## src/rtl/reorder_buffer_pkg.sv

```systemverilog
// Shared ROB constants, tag type, FSM encoding and entry layout.
package reorder_buffer_pkg;
    localparam int ROB_W = 4;
    localparam int DEPTH = 2**ROB_W - 1;

    typedef logic [ROB_W-1:0] rob_tag_t;
    localparam rob_tag_t NO_TAG = '0;

    typedef enum logic {RUN = 1'b0, FLUSH_PEND = 1'b1} rob_state_e;

    typedef struct packed {
        logic        busy;
        logic        ready;
        logic        has_dest;
        logic [4:0]  reg_id;
        logic        is_branch;
        logic        mispredict;
        logic [31:0] data;
        logic [31:0] redirect_pc;
    } rob_entry_t;

    function automatic rob_tag_t next_ptr(input rob_tag_t p);
        return (p == rob_tag_t'(DEPTH - 1)) ? '0 : p + 1'b1;
    endfunction

    // Tag 0 means "no rename"; map it to slot 0 so lookups stay in range (callers gate on tag).
    function automatic rob_tag_t tag2slot(input rob_tag_t t);
        return (t == NO_TAG) ? '0 : t - 1'b1;
    endfunction
endpackage

```

## src/rtl/reorder_buffer_if.sv

```systemverilog
// Dispatch, CDB, operand query, regfile commit and flush signals of the ROB.
interface reorder_buffer_if;
    import reorder_buffer_pkg::*;

    logic        dispatch_valid;
    logic        dispatch_ready;
    logic        dispatch_has_dest;
    logic [4:0]  dispatch_reg_id;
    logic        dispatch_is_branch;
    rob_tag_t    dispatch_rob_id;
    logic        cdb_valid;
    rob_tag_t    cdb_rob_id;
    logic [31:0] cdb_data;
    logic        cdb_mispredict;
    logic [31:0] cdb_redirect_pc;
    rob_tag_t    query_rob_id_a;
    rob_tag_t    query_rob_id_b;
    logic        query_ready_a;
    logic        query_ready_b;
    logic [31:0] query_data_a;
    logic [31:0] query_data_b;
    logic        to_rf_write_enabled;
    logic [4:0]  to_rf_reg_id;
    logic [31:0] to_rf_data;
    rob_tag_t    to_rf_rob_id;
    logic        flush_out;
    logic [31:0] flush_pc_out;

    modport slave (
        input  dispatch_valid, dispatch_has_dest, dispatch_reg_id, dispatch_is_branch,
               cdb_valid, cdb_rob_id, cdb_data, cdb_mispredict, cdb_redirect_pc,
               query_rob_id_a, query_rob_id_b,
        output dispatch_ready, dispatch_rob_id, query_ready_a, query_ready_b,
               query_data_a, query_data_b, to_rf_write_enabled, to_rf_reg_id,
               to_rf_data, to_rf_rob_id, flush_out, flush_pc_out
    );

    modport master (
        output dispatch_valid, dispatch_has_dest, dispatch_reg_id, dispatch_is_branch,
               cdb_valid, cdb_rob_id, cdb_data, cdb_mispredict, cdb_redirect_pc,
               query_rob_id_a, query_rob_id_b,
        input  dispatch_ready, dispatch_rob_id, query_ready_a, query_ready_b,
               query_data_a, query_data_b, to_rf_write_enabled, to_rf_reg_id,
               to_rf_data, to_rf_rob_id, flush_out, flush_pc_out
    );
endinterface

```

## src/rtl/reorder_buffer_query_port.sv

```systemverilog
// One operand lookup: tag -> ready/data, with an optional same-cycle CDB match.
// The top drives byp_valid low unless ROB_BYPASS_EN is defined.
module reorder_buffer_query_port
    import reorder_buffer_pkg::*;
(
    input  rob_tag_t               tag,
    input  logic [DEPTH-1:0]       busy,
    input  logic [DEPTH-1:0]       ready,
    input  logic [DEPTH-1:0][31:0] data,
    input  logic                   byp_valid,
    input  rob_tag_t               byp_tag,
    input  logic [31:0]            byp_data,
    output logic                   q_ready,
    output logic [31:0]            q_data
);
    rob_tag_t slot;
    logic     live;

    always_comb begin
        slot    = tag2slot(tag);
        live    = (tag != NO_TAG) && busy[slot];
        q_ready = live && ready[slot];
        q_data  = (tag != NO_TAG) ? data[slot] : '0;
        if (live && byp_valid && (byp_tag == tag)) begin
            q_ready = 1'b1;
            q_data  = byp_data;
        end
    end
endmodule

```

## src/rtl/reorder_buffer.sv

```systemverilog
// Circular in-order reorder buffer: tag allocation, CDB capture, one commit per cycle,
// and a registered flush after a mispredicted branch commits. ROB_BYPASS_EN adds CDB bypass on queries.
module reorder_buffer
    import reorder_buffer_pkg::*;
(
    input  logic            clk_in,
    input  logic            rst_in,
    reorder_buffer_if.slave rob
);
    rob_entry_t [DEPTH-1:0]  slots;
    rob_tag_t                head, tail, count, cdb_slot;
    rob_state_e              state_q, state_d;
    logic [31:0]             flush_pc_q;
    logic                    dispatch_fire, commit_fire, cdb_hit, flush_go, byp_valid;
    rob_entry_t              head_e;
    logic [DEPTH-1:0]        s_busy, s_ready;
    logic [DEPTH-1:0][31:0]  s_data;

    assign head_e              = slots[head];
    assign rob.dispatch_ready  = (state_q == RUN) && (count < rob_tag_t'(DEPTH));
    assign rob.dispatch_rob_id = tail + 1'b1;
    assign dispatch_fire       = rob.dispatch_valid && rob.dispatch_ready;
    assign commit_fire         = (state_q == RUN) && head_e.busy && head_e.ready;
    assign cdb_slot            = tag2slot(rob.cdb_rob_id);
    assign cdb_hit             = rob.cdb_valid && (rob.cdb_rob_id != NO_TAG) && slots[cdb_slot].busy;

    always_comb begin
        state_d  = state_q;
        flush_go = 1'b0;
        case (state_q)
            RUN:        if (commit_fire && head_e.mispredict) state_d = FLUSH_PEND;
            FLUSH_PEND: begin
                state_d  = RUN;
                flush_go = 1'b1;
            end
            default:    state_d = RUN;
        endcase
    end

    always_ff @(posedge clk_in or negedge rst_in) begin
        if (!rst_in) state_q <= RUN;
        else         state_q <= state_d;
    end

    always_ff @(posedge clk_in or negedge rst_in) begin
        if (!rst_in) begin
            slots                   <= '0;
            head                    <= '0;
            tail                    <= '0;
            count                   <= '0;
            flush_pc_q              <= '0;
            rob.to_rf_write_enabled <= 1'b0;
            rob.to_rf_reg_id        <= '0;
            rob.to_rf_data          <= '0;
            rob.to_rf_rob_id        <= '0;
            rob.flush_out           <= 1'b0;
            rob.flush_pc_out        <= '0;
        end else begin
            rob.to_rf_write_enabled <= commit_fire && head_e.has_dest;
            rob.to_rf_reg_id        <= commit_fire ? head_e.reg_id : '0;
            rob.to_rf_data          <= commit_fire ? head_e.data : '0;
            rob.to_rf_rob_id        <= commit_fire ? head + 1'b1 : '0;
            rob.flush_out           <= flush_go;
            rob.flush_pc_out        <= flush_go ? flush_pc_q : '0;
            if (flush_go) begin
                slots <= '0;
                head  <= '0;
                tail  <= '0;
                count <= '0;
            end else begin
                if (dispatch_fire) begin
                    slots[tail] <= '{busy: 1'b1, ready: 1'b0, has_dest: rob.dispatch_has_dest,
                                     reg_id: rob.dispatch_reg_id, is_branch: rob.dispatch_is_branch,
                                     mispredict: 1'b0, data: '0, redirect_pc: '0};
                    tail <= next_ptr(tail);
                end
                if (cdb_hit) begin
                    slots[cdb_slot].ready       <= 1'b1;
                    slots[cdb_slot].data        <= rob.cdb_data;
                    slots[cdb_slot].mispredict  <= rob.cdb_mispredict && slots[cdb_slot].is_branch;
                    slots[cdb_slot].redirect_pc <= rob.cdb_redirect_pc;
                end
                // Freeing the head is written last so it beats a redundant CDB to the same slot.
                if (commit_fire) begin
                    slots[head] <= '0;
                    head        <= next_ptr(head);
                    if (head_e.mispredict) flush_pc_q <= head_e.redirect_pc;
                end
                if (dispatch_fire && !commit_fire)      count <= count + 1'b1;
                else if (!dispatch_fire && commit_fire) count <= count - 1'b1;
            end
        end
    end

    always_comb begin
        for (int i = 0; i < DEPTH; i++) begin
            s_busy[i]  = slots[i].busy;
            s_ready[i] = slots[i].ready;
            s_data[i]  = slots[i].data;
        end
    end

`ifdef ROB_BYPASS_EN
    assign byp_valid = rob.cdb_valid;
`else
    assign byp_valid = 1'b0;
`endif

    reorder_buffer_query_port u_query_a (
        .tag(rob.query_rob_id_a), .busy(s_busy), .ready(s_ready), .data(s_data),
        .byp_valid(byp_valid), .byp_tag(rob.cdb_rob_id), .byp_data(rob.cdb_data),
        .q_ready(rob.query_ready_a), .q_data(rob.query_data_a)
    );

    reorder_buffer_query_port u_query_b (
        .tag(rob.query_rob_id_b), .busy(s_busy), .ready(s_ready), .data(s_data),
        .byp_valid(byp_valid), .byp_tag(rob.cdb_rob_id), .byp_data(rob.cdb_data),
        .q_ready(rob.query_ready_b), .q_data(rob.query_data_b)
    );
endmodule

```

## src/flat_wrapper.sv

```systemverilog
// flat-port wrapper written by rule: the top's interface ports become plain ports
module reorder_buffer_flat import reorder_buffer_pkg::*;
  (clk_in, rst_in, rob_dispatch_valid, rob_dispatch_has_dest, rob_dispatch_reg_id, rob_dispatch_is_branch, rob_cdb_valid, rob_cdb_rob_id, rob_cdb_data, rob_cdb_mispredict, rob_cdb_redirect_pc, rob_query_rob_id_a, rob_query_rob_id_b, rob_dispatch_ready, rob_dispatch_rob_id, rob_query_ready_a, rob_query_ready_b, rob_query_data_a, rob_query_data_b, rob_to_rf_write_enabled, rob_to_rf_reg_id, rob_to_rf_data, rob_to_rf_rob_id, rob_flush_out, rob_flush_pc_out);
  reorder_buffer_if rob_i ();
  input  logic clk_in;
  input  logic rst_in;
  input wire logic [$bits(rob_i.dispatch_valid)-1:0] rob_dispatch_valid;
  input wire logic [$bits(rob_i.dispatch_has_dest)-1:0] rob_dispatch_has_dest;
  input wire logic [$bits(rob_i.dispatch_reg_id)-1:0] rob_dispatch_reg_id;
  input wire logic [$bits(rob_i.dispatch_is_branch)-1:0] rob_dispatch_is_branch;
  input wire logic [$bits(rob_i.cdb_valid)-1:0] rob_cdb_valid;
  input wire logic [$bits(rob_i.cdb_rob_id)-1:0] rob_cdb_rob_id;
  input wire logic [$bits(rob_i.cdb_data)-1:0] rob_cdb_data;
  input wire logic [$bits(rob_i.cdb_mispredict)-1:0] rob_cdb_mispredict;
  input wire logic [$bits(rob_i.cdb_redirect_pc)-1:0] rob_cdb_redirect_pc;
  input wire logic [$bits(rob_i.query_rob_id_a)-1:0] rob_query_rob_id_a;
  input wire logic [$bits(rob_i.query_rob_id_b)-1:0] rob_query_rob_id_b;
  output wire logic [$bits(rob_i.dispatch_ready)-1:0] rob_dispatch_ready;
  output wire logic [$bits(rob_i.dispatch_rob_id)-1:0] rob_dispatch_rob_id;
  output wire logic [$bits(rob_i.query_ready_a)-1:0] rob_query_ready_a;
  output wire logic [$bits(rob_i.query_ready_b)-1:0] rob_query_ready_b;
  output wire logic [$bits(rob_i.query_data_a)-1:0] rob_query_data_a;
  output wire logic [$bits(rob_i.query_data_b)-1:0] rob_query_data_b;
  output wire logic [$bits(rob_i.to_rf_write_enabled)-1:0] rob_to_rf_write_enabled;
  output wire logic [$bits(rob_i.to_rf_reg_id)-1:0] rob_to_rf_reg_id;
  output wire logic [$bits(rob_i.to_rf_data)-1:0] rob_to_rf_data;
  output wire logic [$bits(rob_i.to_rf_rob_id)-1:0] rob_to_rf_rob_id;
  output wire logic [$bits(rob_i.flush_out)-1:0] rob_flush_out;
  output wire logic [$bits(rob_i.flush_pc_out)-1:0] rob_flush_pc_out;
  assign rob_i.dispatch_valid = rob_dispatch_valid;
  assign rob_i.dispatch_has_dest = rob_dispatch_has_dest;
  assign rob_i.dispatch_reg_id = rob_dispatch_reg_id;
  assign rob_i.dispatch_is_branch = rob_dispatch_is_branch;
  assign rob_i.cdb_valid = rob_cdb_valid;
  assign rob_i.cdb_rob_id = rob_cdb_rob_id;
  assign rob_i.cdb_data = rob_cdb_data;
  assign rob_i.cdb_mispredict = rob_cdb_mispredict;
  assign rob_i.cdb_redirect_pc = rob_cdb_redirect_pc;
  assign rob_i.query_rob_id_a = rob_query_rob_id_a;
  assign rob_i.query_rob_id_b = rob_query_rob_id_b;
  assign rob_dispatch_ready = rob_i.dispatch_ready;
  assign rob_dispatch_rob_id = rob_i.dispatch_rob_id;
  assign rob_query_ready_a = rob_i.query_ready_a;
  assign rob_query_ready_b = rob_i.query_ready_b;
  assign rob_query_data_a = rob_i.query_data_a;
  assign rob_query_data_b = rob_i.query_data_b;
  assign rob_to_rf_write_enabled = rob_i.to_rf_write_enabled;
  assign rob_to_rf_reg_id = rob_i.to_rf_reg_id;
  assign rob_to_rf_data = rob_i.to_rf_data;
  assign rob_to_rf_rob_id = rob_i.to_rf_rob_id;
  assign rob_flush_out = rob_i.flush_out;
  assign rob_flush_pc_out = rob_i.flush_pc_out;
  reorder_buffer u_core (.clk_in(clk_in), .rst_in(rst_in), .rob(rob_i));
endmodule
```

## config.mk

```make
export PLATFORM = sky130hd
export DESIGN_NAME = reorder_buffer_flat
export DESIGN_NICKNAME = d
export VERILOG_FILES = /design/src/rtl/reorder_buffer_pkg.sv /design/src/rtl/reorder_buffer_if.sv /design/src/rtl/reorder_buffer_query_port.sv /design/src/rtl/reorder_buffer.sv /design/src/flat_wrapper.sv
export SDC_FILE = /design/constraint.sdc
export NUM_CORES = 2
export LEC_CHECK = 0
export CORE_UTILIZATION = 46
export DETAILED_ROUTE_END_ITERATION = 16
export PLACE_DENSITY = 0.66
export SKIP_LAST_GASP = 1
export SYNTH_ARGS = -nofsm -noshare
export SYNTH_HDL_FRONTEND = slang
export SYNTH_HIERARCHICAL = 1
export SYNTH_SLANG_ARGS = --single-unit
```

## constraint.sdc

```tcl
create_clock -name clk_in -period 12.3 [get_ports clk_in]
set_clock_uncertainty 0.1 [all_clocks]
set_input_delay 2.46 -clock clk_in [delete_from_list [all_inputs] [get_ports clk_in]]
set_output_delay 2.46 -clock clk_in [all_outputs]
set_load 0.1 [all_outputs]
```

# After elaboration in Yosys (flattened, before gate mapping)
# Cells that the tools add are included.
# Widths: inputs -> output; s select.
[word_totals] register_bits=1230 in_bits=88 output_inout_bits=146 word_cells=243
[op_classes] addsub=7 order_cmp=9 n_eq_ne=2 n_mux=60 bitwise=4 n_reduce_logical=30
[op_table] op="$mux 1110" count=6
[op_table] op="$bwmux 1110" count=5
[op_table] op="$demux 74 s4" count=6
[op_table] op="$and 1110x1110->1110" count=1
[op_table] op="$not 1110->1110" count=1
[op_table] op="$bmux 74 s4" count=2
[op_table] op="$mux 74" count=4
[op_table] op="$bmux 32 s4" count=2
[op_table] op="$mux 32" count=7
[op_table] op="$mux 73" count=1
[op_table] op="$mux 65" count=1
[op_table] op="$mux 64" count=1
[op_table] op="$mux 4" count=13
[op_table] op="$lt 4x5->1 const B" count=5
[op_table] op="$logic_and 1x1->1" count=18
[op_table] op="$bmux 1 s4" count=4
[op_table] op="$sub 4x1->4 const B" count=4
[op_table] op="$add 4x1->4 const B" count=3
[op_table] op="$ge 4x1->1 const B" count=3
[op_table] op="$logic_not 4->1" count=3
[op_table] op="$reduce_bool 4->1" count=3
[op_table] op="$eq 4x4->1 const B" count=2
[op_table] op="$mux 1" count=6
[op_table] op="$mux 5" count=1
[op_table] op="other kinds (7)" count=10

# Depth between registers and ports, before layout
[logic_depth] ltp_word=16 ltp_mapped=15 mapped_depth_nobuf=12

# Hierarchy
# The synthesis kept the hierarchy.
[modules_own_cells] mod="reorder_buffer" n_inst=1 cells_each=6147 area_per_inst_um2=61291.3
[modules_own_cells] mod="reorder_buffer_query_port" n_inst=2 cells_each=821 area_per_inst_um2=5595.4

# Least setup slack after synthesis
# No wires, ideal clock.
[synth_path] path_kind="input to output" startpoint="input rob_query_rob_id_a[0]" endpoint="output rob_query_ready_a" t_arrival_ps=7605 required_ps=9740 setup_slack_ps=2135 path_stages=13 path_cell_list="buf_6 > inv_2 > clkbuf_1 > clkbuf_1 > ha_1 > clkbuf_1 > buf_2 > buf_2 > buf_2 > o21ai_0 > a221oi_1 > nor4_1 > nor4_1"
[synth_between] elab_chain_len=6 elab_cells_between_ends=10 classes_between="add/sub (1); mux (5); reduce/logical (4)"
[synth_lines] element="from (decl)" line="flat_wrapper.sv:16" text="input wire logic [$bits(rob_i.query_rob_id_a)-1:0] rob_query_rob_id_a;"
[synth_lines] element="$sub 4x1->4 / $logic_not 4->1 (equally long branches)" line="reorder_buffer_pkg.sv:28" text="return (t == NO_TAG) ? '0 : t - 1'b1;"
[synth_lines] element="$mux 4" line="reorder_buffer_pkg.sv:28"
[synth_lines] element="$bmux 1 s4" line="reorder_buffer_query_port.sv:21" text="live = (tag != NO_TAG) && busy[slot];"
[synth_lines] element="$mux 1 (not written as such)" line="reorder_buffer_query_port.sv:21"
[synth_lines] element="$logic_and 1x1->1" line="reorder_buffer_query_port.sv:21"
[synth_lines] element="$logic_and 1x1->1 (*)" line="reorder_buffer_query_port.sv:22" text="q_ready = live && ready[slot];"
[synth_lines] element="to (decl)" line="flat_wrapper.sv:20" text="output wire logic [$bits(rob_i.query_ready_a)-1:0] rob_query_ready_a;"
# Mark *: on every way between the ends. The rest lies on a longest branch, timed or not. The select of a mux whose other input is x is not followed.

# Worst setup path in the final report
# Same ends and word-level chain as after synthesis.

==> reports/metrics.cfg <==
[timing]
tns_ps = 0
hold_viol_final = 0
fmax_mhz = 92.08
fin_crit_sh_pct = 88.30
relSlewSlack_pct = -53.48
rsz0062_at_grt = no
worst_slew_pin_slew_ps = 2302
period_needed_ps = 10860
drv_slew = 68
setup_violations = 0

[synth]
async_flop_share_pct = 100.0
syn_inst = 7789
syn_area_um2 = 72480
ys_seq_area_share_pct = 42.47
avgSynthCellArea_um2 = 9.306
yosys_warnings = 6
synth_edf_count = 0
synth.distinct_cells = 94
synth_flop_cell = dfrtp_1
synth-seq-cells = 1230

[floorplan]
die_h_um = 399.0
rows = 145
core_um2 = 156400
start_util_pct = 46.35
dieArea_um2 = 159200
ios = 234
die_w_um = 399.0

[flow_run]
cap_viol_max_count = 2

[placement]
dpl.hpwl_um = 172000
portBuffers = 233
place_congestion = 0.9980
placed_area_um2 = 74900

[cts]
clkLatencyLatePin_ps = 830
clockRootBuffer = clkbuf_16
clk_path_buf_depth = 3
cts_post_setup_buffers_inserted = 0
clkTransAtPathRegs_ps = 60
htreeDepth = 4
numCtsBuffers = 145
cts_resized = 0
holdBufCountCts = 0
cts_tree = built
clock-sinks = 1230

[routing]
drcViolationCount = 0
wl_per_cell_um = 34.00
wl_um = 324700
antenna_left = 0
vias = 71410
drt_iter0_drc = 12490
viasPerCell = 7.477
dr.pass1.iters = 9

[critical_path]
cp_top_family = buffers and inverters
path_cells = buf_4 > inv_4 > ha_4 > nand2b_2 > nor2_1 > a22oi_1 > a2bb2oi_2 > mux2i_1 > nor4_1 > clkdlybuf4s50_1
path_class = input port to primary output
critPathBufInv = 3
crit_path_start_kind = input port
crit_arrival_ps = 8300
cp.required_ps = 9740
slowest_delay_ps = 1320
end_kind = primary output
cpMaxStageDelayCell = clkdlybuf4s50_1
cp_max_fo = 51

[power]
power_density_nw_per_um2 = 243.0
vdd.ir_drop.worst_mv = 0.2477
leakage_nw = 32.12

[cells_and_area]
drive_above_1_share_pct = 12.92
nFillCells = 14090
nets = 7481
design_area_um2 = 79930
syn_to_final_growth_pct = 10.28
final_core_util_pct = 51.11

[min_path]
hp-class = flop to flop

[grt]
antenna_found_initial = 12
grt_pass1_wl_um = 468200
grt_usage_pct = 39.74
overflow = 0
grt_pass1_vias = 68550
grt_max_degree = 171

[status]
status = finished, violations left
violations = capacitance limit, slew limit

## cells in the mapped netlist, types with 128 or more instances
cell      instances  area share, %
a21oi_1        1173            8.1
a31oi_1         128            1.1
buf_2           292            2.0
clkbuf_1        522            2.7
dfrtp_1        1230             42
mux2i_1         161            2.2
mux4_2          290            9.0
nand2_1        1026            5.3
nand3_1        1121            7.7
nor2_1          139           0.72
o211ai_1        392            4.1
o21ai_0         155            1.1
## path summary, 6_finish.rpt
| kind | cells after the start | startpoint | endpoint | slack, ps |
|---|---|---|---|---|
| worst max-delay path | 10 | rob_query_rob_id_a[0] | rob_query_ready_a | 1440 |
| worst min-delay path | 1 | u_core/flush_pc_q[1] | u_core/flush_pc_q[1] | 390 |
| worst max register to register | 9 | u_core/head[1] | u_core/s_data[206] | 6600 |
| worst min register to register | 1 | u_core/flush_pc_q[1] | u_core/flush_pc_q[1] | 390 |
| max in group asynchronous | 3 | rst_in | u_core/slots[615] | 8060 |
| min in group asynchronous | 1 | rst_in | u_core/rob.to_rf_data[26] | 1480 |
## kinds of logic after synthesis
logic type | synth area share [%]
compound gates | 18.86
xor+xnor | 0.1813
fa+ha+maj | 0.3383
buf+inv | 6.221
flops | 42.47
mux | 14.34
other cells | 0.005174
simple gates | 17.59
## per-layer routing
metal / GRT usage [%] / routed length (µm)
met5: 0.06053 / 68
met4: 27.72 / 28480
met3: 14.25 / 47900
met2: 57.89 / 136700
met1: 48.99 / 111500
## layout make-up
type                       instances  area (µm²)  share of cell area [%]
timing repair buffer             398        3721                   4.655
sequential                      1230       30800                   38.53
clock inverter                    55       839.6                   1.050
antenna                            7       17.52                 0.02191
multi-input combinational       5575       37720                   47.19
inverter                          24       95.09                  0.1190
tap                             2058        2575                   3.221
clock buffer                     203        4167                   5.213
## flip-flops by register name, indices dropped and copies added (netlist names)
| name | cells |
|---|---|
| u_core/rob.flush_pc_out | 32 |
| u_core/s_busy | 15 |
| u_core/tail | 4 |
| u_core/rob.to_rf_reg_id | 5 |
| u_core/rob.flush_out | 1 |
| u_core/flush_pc_q | 32 |
| u_core/s_data | 480 |
| u_core/head | 4 |
| u_core/count | 4 |
| u_core/state_q | 1 |
| u_core/rob.to_rf_rob_id | 4 |
| u_core/slots | 600 |
| u_core/s_ready | 15 |
| u_core/rob.to_rf_data | 32 |
| u_core/rob.to_rf_write_enabled | 1 |
## stage by stage
stage          worst slack, ps  power, mW  hold WS, ps  std cells
6_report                  1440      19.43        386.9       9550
5_1_grt                   1737      20.07        405.1       9548
4_1_cts                   1968      19.10        386.9       9543
3_5_place_dp              1940      14.55        370.3       9285
3_3_place_gp              1977      14.33        365.8       9285
2_1_floorplan             2135      12.07        312.9       7790
## report_power, final
part / leakage [nW] / internal, mW / total [mW] / switching (mW)
Combinational: 13.0 / 3.06 / 7.82 / 4.76
Clock: 2.44 / 2.63 / 4.57 / 1.93
Sequential: 16.7 / 5.57 / 7.04 / 1.47
## cells in the final DEF, fill, tap and decap left out, types with 62 or more instances in the layout
master | Yosys | layout
clkbuf_16 | 0 | 145
a31oi_1 | 128 | 128
mux2i_1 | 161 | 161
o21ai_0 | 155 | 155
a221o_1 | 64 | 64
a21oi_1 | 1173 | 1173
or3_1 | 66 | 66
nand3_1 | 1121 | 1115
nor2_1 | 139 | 133
a221oi_1 | 70 | 70
dfrtp_1 | 1230 | 1225
a2111oi_0 | 64 | 64
mux2_2 | 75 | 75
mux2_4 | 89 | 89
nor3_1 | 63 | 63
nor4_1 | 67 | 65
and2_1 | 75 | 74
nor2b_1 | 66 | 65
mux4_2 | 290 | 290
clkdlybuf4s50_1 | 0 | 230
o211ai_1 | 392 | 392
nand2_1 | 1026 | 1015
o41ai_1 | 62 | 62
buf_4 | 31 | 156
Power figures use the tool's default switching activity.
